`src/rtl/div_result_collector.sv`:
```
// Result collector behind the pipelined divider: FWFT result FIFO, in-flight tracking and START credit.
// Define DIV_RESULT_TAG_EN to add an 8-bit issue tag (OUT_TAG) that travels with each result.
module div_result_collector #(
  parameter int TAMANYO = 4,
  parameter int DEPTH   = 4,
  parameter int LATENCY = 16
) (
  input  logic                         CLK,
  input  logic                         RSTa,
  input  logic                         START_IN,
  input  logic                         FIN,
  input  logic [TAMANYO-1:0]           COC_IN,
  input  logic [TAMANYO-1:0]           RES_IN,
  input  logic                         OUT_READY,
  output logic                         OUT_VALID,
  output logic [TAMANYO-1:0]           OUT_COC,
  output logic [TAMANYO-1:0]           OUT_RES,
  output logic [$clog2(DEPTH+1)-1:0]   LEVEL,
  output logic                         ISSUE_OK,
  output logic                         OVERFLOW,
  output logic                         UNDERFLOW
`ifdef DIV_RESULT_TAG_EN
  ,
  output logic [7:0]                   OUT_TAG
`endif
);

  localparam int LW = $clog2(DEPTH + 1);
  localparam int IW = $clog2(LATENCY + DEPTH + 1);
  localparam int PW = (DEPTH > 1) ? $clog2(DEPTH) : 1;
  localparam logic [LW-1:0] FULL_LEVEL = LW'(DEPTH);
  localparam logic [IW-1:0] INFL_MAX   = '1;
  localparam logic [PW-1:0] LAST_SLOT  = PW'(DEPTH - 1);

  logic [TAMANYO-1:0] coc_mem [DEPTH];
  logic [TAMANYO-1:0] res_mem [DEPTH];
  logic [PW-1:0]      wr_ptr;
  logic [PW-1:0]      rd_ptr;
  logic [LW-1:0]      level;
  logic [IW-1:0]      infl;
  logic               overflow;
  logic               underflow;
  logic               full;
  logic               pop;
  logic               push;
  logic               drop;
  logic               credit;

  always_comb begin
    full   = (level == FULL_LEVEL);
    pop    = (level != '0) && OUT_READY;
    push   = FIN && (!full || pop);
    drop   = FIN && full && !pop;
    credit = (int'(infl) + int'(level)) < DEPTH;
  end

  // Storage is cleared on reset so the head outputs read zero out of reset.
  always_ff @(posedge CLK or negedge RSTa) begin
    if (!RSTa) begin
      for (int i = 0; i < DEPTH; i++) begin
        coc_mem[i] <= '0;
        res_mem[i] <= '0;
      end
    end else if (push) begin
      coc_mem[wr_ptr] <= COC_IN;
      res_mem[wr_ptr] <= RES_IN;
    end
  end

  always_ff @(posedge CLK or negedge RSTa) begin
    if (!RSTa) begin
      wr_ptr <= '0;
      rd_ptr <= '0;
      level  <= '0;
    end else begin
      if (push) begin
        wr_ptr <= (wr_ptr == LAST_SLOT) ? '0 : wr_ptr + PW'(1);
      end
      if (pop) begin
        rd_ptr <= (rd_ptr == LAST_SLOT) ? '0 : rd_ptr + PW'(1);
      end
      case ({push, pop})
        2'b10:   level <= level + LW'(1);
        2'b01:   level <= level - LW'(1);
        default: level <= level;
      endcase
    end
  end

  // A FIN with nothing in flight leaves the counter at zero rather than wrapping.
  always_ff @(posedge CLK or negedge RSTa) begin
    if (!RSTa) begin
      infl <= '0;
    end else begin
      case ({START_IN, FIN})
        2'b10: if (infl != INFL_MAX) infl <= infl + IW'(1);
        2'b01: if (infl != '0) infl <= infl - IW'(1);
        default: infl <= infl;
      endcase
    end
  end

  always_ff @(posedge CLK or negedge RSTa) begin
    if (!RSTa) begin
      overflow  <= 1'b0;
      underflow <= 1'b0;
    end else begin
      if (drop || (START_IN && !credit)) begin
        overflow <= 1'b1;
      end
      if (FIN && (infl == '0)) begin
        underflow <= 1'b1;
      end
    end
  end

  assign OUT_VALID = (level != '0);
  assign OUT_COC   = coc_mem[rd_ptr];
  assign OUT_RES   = res_mem[rd_ptr];
  assign LEVEL     = level;
  assign ISSUE_OK  = credit;
  assign OVERFLOW  = overflow;
  assign UNDERFLOW = underflow;

`ifdef DIV_RESULT_TAG_EN
  logic [7:0] issue_cnt;
  logic [7:0] tag_line [LATENCY];
  logic [7:0] tag_mem  [DEPTH];

  // Stage 0 samples the counter every cycle; the value reaching the end lines up with FIN.
  always_ff @(posedge CLK or negedge RSTa) begin
    if (!RSTa) begin
      issue_cnt <= 8'd0;
      for (int i = 0; i < LATENCY; i++) begin
        tag_line[i] <= 8'd0;
      end
      for (int i = 0; i < DEPTH; i++) begin
        tag_mem[i] <= 8'd0;
      end
    end else begin
      if (START_IN) begin
        issue_cnt <= issue_cnt + 8'd1;
      end
      tag_line[0] <= issue_cnt;
      for (int i = 1; i < LATENCY; i++) begin
        tag_line[i] <= tag_line[i-1];
      end
      if (push) begin
        tag_mem[wr_ptr] <= tag_line[LATENCY-1];
      end
    end
  end

  assign OUT_TAG = (level != '0) ? tag_mem[rd_ptr] : 8'd0;
`endif

endmodule

```
`config.mk`:
```
export PLATFORM = sky130hd
export DESIGN_NAME = div_result_collector
export DESIGN_NICKNAME = d
export VERILOG_FILES = /design/src/rtl/div_result_collector.sv
export SDC_FILE = /design/constraint.sdc
export NUM_CORES = 1
export LEC_CHECK = 0
export ABC_CLOCK_PERIOD_IN_PS = 4600
export BUFFER_PORTS_ARGS = -buffer_cell sky130_fd_sc_hd__buf_4
export CAP_MARGIN = 5
export CORE_MARGIN = 5
export CORE_UTILIZATION = 43
export CTS_BUF_LIST = sky130_fd_sc_hd__clkbuf_4 sky130_fd_sc_hd__clkbuf_8
export CTS_CLUSTER_SIZE = 30
export DETAILED_ROUTE_END_ITERATION = 10
export GPL_TIMING_DRIVEN = 0
export PLACE_DENSITY_LB_ADDON = 0.3
export REMOVE_ABC_BUFFERS = 1
export SYNTH_ARGS = -nofsm -noshare
export SYNTH_HDL_FRONTEND = slang
export SYNTH_SLANG_ARGS = --single-unit
```
`constraint.sdc`:
```
create_clock -name CLK -period 4.6 [get_ports CLK]
set_input_delay 0.23 -clock CLK [delete_from_list [all_inputs] [get_ports CLK]]
set_output_delay 0.23 -clock CLK [all_outputs]
set_load 0.005 [all_outputs]
```
# After elaboration in Yosys (flattened, before gate mapping)
# Cells that the tools add are included.
[totals]
mem_bits_ro = 0
output_inout_bits = 15
regBits = 46
elab_cells = 71
latchBits = 0
n_memories = 0
mem_bits_rw = 0
[op_classes]
n_addsub = 7
n_shift = 0
n_eq_ne = 10
bitwise = 2
n_div = 0
n_lt_le_gt_ge = 4
mux = 16
reduce_logical = 18
mul = 0
[ops]
columns = ["operator", "count"]
rows = [
  ["$bwmux 16", 2],
  ["$mux 4", 5],
  ["$bmux 4 s2", 2],
  ["$mux 5", 2],
  ["$pmux 5 s2", 1],
  ["$demux 4 s2", 1],
  ["$eq 2x2->1 const B", 4],
  ["$logic_and 1x1->1", 7],
  ["$add 5x3->6", 1],
  ["$ge 3x3->1 const B", 2],
  ["$lt 6x3->1 const B", 1],
  ["$not 2->3", 2],
  ["$pmux 3 s2", 1],
  ["$add 5x1->5 const B", 1],
  ["$logic_not 5->1", 1],
  ["$ne 5x5->1 const B", 1],
  ["$reduce_bool 5->1", 1],
  ["$sub 5x1->5 const B", 1],
  ["$add 2x1->2 const B", 2],
  ["$eq 2x1->1 const B", 2],
  ["$mux 2", 2],
  ["$ne 2x2->1 const B", 2],
  ["$reduce_bool 2->1", 2],
  ["$add 3x1->3 const B", 1],
  ["other kinds (7)", 10],
]

# Longest topological paths before layout
# Gate-level depths: netlist (run 1).
[depth]
depth_word = 6
mapped_depth = 9

# Worst setup path after synthesis (run 1)
# No wires, ideal clock.
[synth_timing]
path_type = "flip-flop to flip-flop"
start = "reg level[1], in the netlist LEVEL[1]"
end = "reg level[2], in the netlist LEVEL[2]"
arrival_ns = 1.970
stages_incl_launch_ff = 10
setup_slack_ns = 2.551
period_less_slack_ns = 2.049
n_path_buf = 0
required_time_ns = 4.521
cell_sequence = "dfrtp_1 > nor4b_2 > nor2_4 > inv_1 > ha_1 > inv_1 > fa_1 > xor2_1 > nor2_1 > xor2_1"
[synth_between]
elab_chain_len = 6
elab_cells_between_ends = 12
classes_between = "2 x add/sub; 3 x eq/ne; 1 x mux; 6 x reduce/logical"
[synth_lines]
columns = ["element", "line_no", "text"]
rows = [
  ["start: declaration", "39", "logic [LW-1:0] level;"],
  ["start signal: assignment", "83", "2'b10: level <= level + LW'(1);"],
  ["start signal: assignment", "84", "2'b01: level <= level - LW'(1);"],
  ["start signal: assignment", "85", "default: level <= level;"],
  ["$eq 3x3->1 / $reduce_bool 3->1 (equally long branches)", "50, 51", ""],
  ["$logic_not 1->1 / $logic_and 1x1->1 (equally long branches)", "52, 51", ""],
  ["$logic_or 1x1->1", "52", "push = FIN && (!full || pop);"],
  ["$logic_and 1x1->1", "52", ""],
  ["$eq 2x1->1 / $eq 2x2->1 (equally long branches)", "82", "case ({push, pop})"],
  ["$pmux 3 s2 / $reduce_bool 2->1 (equally long branches)", "--", ""],
]
# Several ways; a longest one is shown, not always the timed one.
# A chain may end at the register's enable or synchronous reset.

# Worst setup path in the final report (run 1)
# Same ends and word-level chain as after synthesis.

==> metrics.txt, run 1 <==
status=complete, no violations; die width=82.8 um; clock root cell=clkbuf_8; CTS tree=yes; grt total ovfl=0; initial antenna violation count=0; Critical Path AT=2.42 ns; port bufs=27; Mapped Avg Cell Area=13.9 sq um; layout overhead on the synthesized area=16.4%; Clock Tree Buf Depth=2; Max Cap Viol=0; switch share=0.326; Final Hold Viols=0; Critical Path, Cell by Cell=nor4b_2, nor2_4, inv_1, ha_1, inv_1, fa_1, xor2_1, nor2_1, xor2_1; Sink Count=46; worst skew pair latency=0.29 ns; clock share of power=0.133; DP HPWL=3090 um; sequential area share after synthesis=0.505; vias in the first global route=1581; height of the die=82.8 um; Psw=0.000584 W; layout cell share with drive strength beyond 1=0.429; ANT cells=0; Final min period=2.20 ns; Fmax=454 MHz; CP bufs+invs=2; CTS Buf Count=5; DR iter-0 viols=40; post-route cell area=2650 sq um; Slew @ Worst Pin=0.596 ns; Total Wirelength=4260 um; Mapped Cells=164; combinational fraction of design power=0.432; PwrDens=675 nW/um^2; H-tree levels=2; internal power=0.00121 W; Hold Crit Class=in2reg; CP endpoint kind=register; Max Used Layer=met4; Ports=28; die area=6850 sq um; largest net degree at the start of global routing=47; CP max FO=8; Routed Antenna Nets=0; Slew Limit Fails=0; DRC Markers=0; DRT Pass-1 Iters=4; gr usage total=0.146; CP peak stage delay=0.45 ns; Nets=225; first-pass GRT wire length=7370 um; Critical Path Start Type=register; Synth cell types=28; delay-heaviest family, CP=simple AND/OR/NAND/NOR gates; final period utilization=0.479; WL met2=2240 um; Worst Reg-to-Reg Cells=9; GPL Wtd Cong=0.795; placed inst area=2560 sq um; Hold Crit Depth=2; fillers=460; clk slew on worst S/H paths=0.08 ns; worst path required time=4.81 ns; CP Depth=9; Worst Skew=0.00347 ns; RSZ-0062 raised after global routing=no; via count=1386; Via density=5.21; relative slew slack=0.603; critical path type=reg2reg; Worst path slowest cell=dfrtp_1; Starting Density=0.443; leakage=1.20 nW; Seq pwr share=0.436; wire length on met3=178 um; Seq cells post-synth=46; Wirelength per Cell=16.0 um; Core Rows=26; WL met1=1780 um; number of setup violations in the final report=0; Syn. warnings=0; Core ar.=5140 sq um; setup total negative slack=0 ns; Mapped Area=2280 sq um; worst vdd ir=0.000290 V
==> metal layers <==
layer,GRT usage,vias to the layer above
li1,-,645
met1,0.172,699
met2,0.259,34
met3,0.0281,8
met4,0.0637,0
met5,0,-
==> metrics by stage <==
step                      hold WS [ns]  cells   util  setup slack [ns]  power, W
after floorplan                -0.0656    162      -              2.55   0.00127
after global placement           0.253    259  0.498              2.41   0.00152
after detailed placement         0.273    259  0.498              2.43   0.00158
after CTS                        0.160    266  0.516              2.37   0.00183
after global routing             0.175    266  0.516              2.25   0.00195
final                            0.169    266  0.516              2.40   0.00179
==> what timing repair did <==
action / 4_1_cts / 5_1_grt
hold buffers: 1 / 0
hold endpoints to repair: 46 / 0
gates resized for setup: 0 / 0
setup endpoints to repair: 0 / 0
buffers inserted: 0 / 0
==> sequential cells by signal, summed over array words and instances (netlist names) <==
register and flops:
LEVEL 3, OVERFLOW 1, UNDERFLOW 1, coc_mem 16, infl 5, rd_ptr 2, res_mem 16, wr_ptr 2
==> synthesized netlist by cell type, drive strengths merged <==
library cell	number	area share
a211o	1	0.0077
a21o	3	0.011
a21oi	3	0.0066
a311oi	1	0.0038
buf	2	0.0038
dfrtp	46	0.51
fa	2	0.018
ha	13	0.071
inv	12	0.020
mux2	33	0.16
mux4	8	0.079
nand2	10	0.021
nand2b	1	0.0027
nand4	1	0.0027
nor2	6	0.015
nor3	2	0.0044
nor4b	1	0.0066
o21ai	7	0.015
or3	2	0.0055
or4	2	0.0066
xnor2	3	0.012
xor2	5	0.019
==> worst reg2reg max path, cell delays in order (launching register included) <==
cell     delay [ns]
dfrtp_1        0.45
nor4b_2        0.44
nor2_4         0.11
inv_1          0.10
ha_1           0.18
inv_1          0.06
fa_1           0.37
xor2_1         0.15
nor2_1         0.11
xor2_1         0.16
==> power groups by stage <==
stage | logic [W] | registers (W) | clock network [W]
finish | 0.000774 | 0.000780 | 0.000237
CTS | 0.000793 | 0.000786 | 0.000248
detailed placement | 0.000791 | 0.000793 | 0
global route | 0.000869 | 0.000814 | 0.000263
floorplan | 0.000533 | 0.000735 | 0
global placement | 0.000751 | 0.000771 | 0
==> layout by cell type (no fill, tap or decap), drive strengths merged <==
| cell type | count |
|---|---|
| inv | 12 |
| nor4b | 1 |
| nor2 | 6 |
| o21ai | 7 |
| dlygate4sd3 | 1 |
| xor2 | 5 |
| mux2 | 33 |
| nand2b | 1 |
| fa | 2 |
| a211o | 1 |
| xnor2 | 3 |
| a21o | 3 |
| mux4 | 8 |
| or4 | 2 |
| clkbuf | 6 |
| buf | 27 |
| dfrtp | 46 |
| a21oi | 3 |
| or3 | 2 |
| a311oi | 1 |
| ha | 13 |
| nand4 | 1 |
| nor3 | 2 |
| nand2 | 10 |
==> path summary, 6_finish.rpt <==
check / startpoint / end / slack [ns]
worst max-delay path: LEVEL[1] / LEVEL[2] / 2.40
worst min-delay path: FIN / UNDERFLOW / 0.17
worst max register to register: LEVEL[1] / LEVEL[2] / 2.40
worst min register to register: UNDERFLOW / UNDERFLOW / 0.47
max in group asynchronous: RSTa / coc_mem[5] / 3.72
min in group asynchronous: RSTa / coc_mem[2] / 0.48
==> final cells by class <==
cell class / instances / area, sq um / area share
clock buffer: 6 / 82.6 / 0.0311
sequential: 46 / 1150 / 0.434
tap: 70 / 87.6 / 0.0330
inverter: 12 / 45.0 / 0.0170
timing repair buffer: 28 / 213 / 0.0802
multi-input combinational: 104 / 1070 / 0.405
==> cells by family (layout without fill, tap and decap cells) <==
group,Yosys count,count (layout),share of synthesized area
compound gates,15,15,0.0445
xor+xnor,8,8,0.0308
fa+ha+maj,15,15,0.0890
buf+inv,14,46,0.0236
flops,46,46,0.505
mux,41,41,0.242
simple gates,25,25,0.0648
No activity file was read; power rests on OpenSTA's default activity.
==> run 2, diff against run 1 <==
--- a/config.mk
+++ b/config.mk
@@ -5,7 +5,7 @@
 export SDC_FILE = /design/constraint.sdc
 export NUM_CORES = 1
 export LEC_CHECK = 0
-export ABC_CLOCK_PERIOD_IN_PS = 4600
+export ABC_CLOCK_PERIOD_IN_PS = 1900
 export BUFFER_PORTS_ARGS = -buffer_cell sky130_fd_sc_hd__buf_4
 export CAP_MARGIN = 5
 export CORE_MARGIN = 5
==> constraint.sdc (replaced) <==
create_clock -name CLK -period 1.9 [get_ports CLK]
set_input_delay 0.095 -clock CLK [delete_from_list [all_inputs] [get_ports CLK]]
set_output_delay 0.095 -clock CLK [all_outputs]
set_load 0.005 [all_outputs]
==> metrics.txt, run 2 (synthesis results as in run 1) <==
dpl cells=259; Starting Density=0.443; PwrDens=1650 nW/um^2; final period utilization=1.00; Clock Tree Buf Depth=2; clock root cell=clkbuf_8; Top Registers=coc_mem x16, res_mem x16, infl x5; critical path type=reg2reg; Worst Setup Slack, final=-0.00598 ns; wire length on met3=170 um; CP endpoint kind=register; relative slew slack=0.610; Max Used Layer=met4; CTS tree=yes; RSZ-0062 raised after global routing=yes; utilization after layout=0.544; Critical Path AT=2.12 ns; DP HPWL=3090 um; FF-to-FF Start=LEVEL[0]; largest net degree at the start of global routing=47; worst vdd ir=0.000855 V; most frequent cells in the layout=41 x dfrtp_1, 36 x buf_4, 32 x mux2_2, 11 x ha_1, 10 x inv_1; Total Wirelength=4390 um; Core ar.=5140 sq um; DR iter-0 viols=36; post-route insts no fill=275; die width=82.8 um; worst path required time=2.11 ns; Hold Crit Class=in2reg; Worst Skew=0.00417 ns; failing checks=setup timing; GPL Wtd Cong=0.795; number of setup violations in the final report=2; Final Hold Viols=0; Ports=28; CTS Buf Count=5; DRT Pass-1 Iters=4; leakage=1.26 nW; Sink Count=46; gr usage total=0.150; Critical Path Start Type=register; Slew Limit Fails=0; grt total ovfl=0; DRC Markers=0; clk slew on worst S/H paths=0.08 ns; Via density=5.20; most common cell after layout, fill and taps aside=dfrtp_1; CP max FO=4; height of the die=82.8 um; status=complete, but fails checks; Final min period=1.91 ns; port bufs=27; WL met2=2320 um; Wirelength per Cell=16.0 um; Routed Antenna Nets=0; Slew @ Worst Pin=0.584 ns; Max Cap Viol=0; Fmax=525 MHz; WL met1=1810 um; first-pass GRT wire length=7600 um; via count=1430; die area=6850 sq um; hold wc startpoint=FIN; ANT cells=0; H-tree levels=2; initial antenna violation count=0; Nets=234; Critical Path Source=LEVEL[0]; Core Rows=26; layout cell share with drive strength beyond 1=0.517; vias in the first global route=1633; worst skew pair latency=0.29 ns; layout overhead on the synthesized area=22.7%
==> run 2: final timing paths <==
path                               to  slack, ns  cells after the start
max in group asynchronous     infl[0]       1.12                      2
hold reg to reg             UNDERFLOW       0.48                      1
min in group asynchronous  coc_mem[2]       0.34                      2
hold / removal              UNDERFLOW       0.04                      2
setup reg to reg             LEVEL[2]     -0.006                      9
setup / recovery             LEVEL[2]     -0.006                      9
==> run 2: area by class of cell <==
type                    instances  area, sq um
fillers                       444         2340
flip-flops and latches         46         1160
multi-input cells             104         1140
repair buffers                 37          280
well taps                      70         87.6
clock buffers                   6         82.6
inverters                      12         45.0
==> run 2: per-layer routing <==
metal / global-route usage / up-vias
li1: - / 666
met2: 0.265 / 31
met1: 0.176 / 723
met3: 0.0281 / 10
met5: 0 / -
met4: 0.0703 / 0
==> run 2: repair_timing <==
action / CTS / global route
hold endpoints to repair: 46 / 0
setup buffers: 7 / 2
gates resized for setup: 11 / 8
hold buffers: 1 / 0
pin swaps: 7 / 4
endpoints found under the setup margin: 3 / 12
==> run 2: where the power goes <==
part / leakage (nW) / internal (W) / switching (W)
Sequential: 0.537 / 0.00148 / 0.000423
Combinational: 0.679 / 0.00133 / 0.000800
Clock: 0.0431 / 0.000281 / 0.000295
==> run 2: worst max-delay path, stage by stage (launching register included) <==
cell and delay (ns):
dfrtp_2 0.44, nor4b_4 0.36, nor2_4 0.06, inv_2 0.07, ha_4 0.13, inv_2 0.03, fa_2 0.32, xor2_1 0.14
nor2_1 0.11, xor2_1 0.15
==> run 2: through the flow <==
step,instance area (sq um),hold WS (ns),total power (W),setup WS [ns],setup TNS (ns)
global route,2800,0.0438,0.00500,-0.101,-0.259
floorplan,2270,-0.201,0.00307,-0.149,-0.149
global placement,2560,0.118,0.00369,-0.292,-0.389
detailed placement,2560,0.138,0.00383,-0.273,-0.419
CTS,2740,0.0252,0.00459,-0.0613,-0.0958
finish,2800,0.0355,0.00461,-0.00598,-0.00960
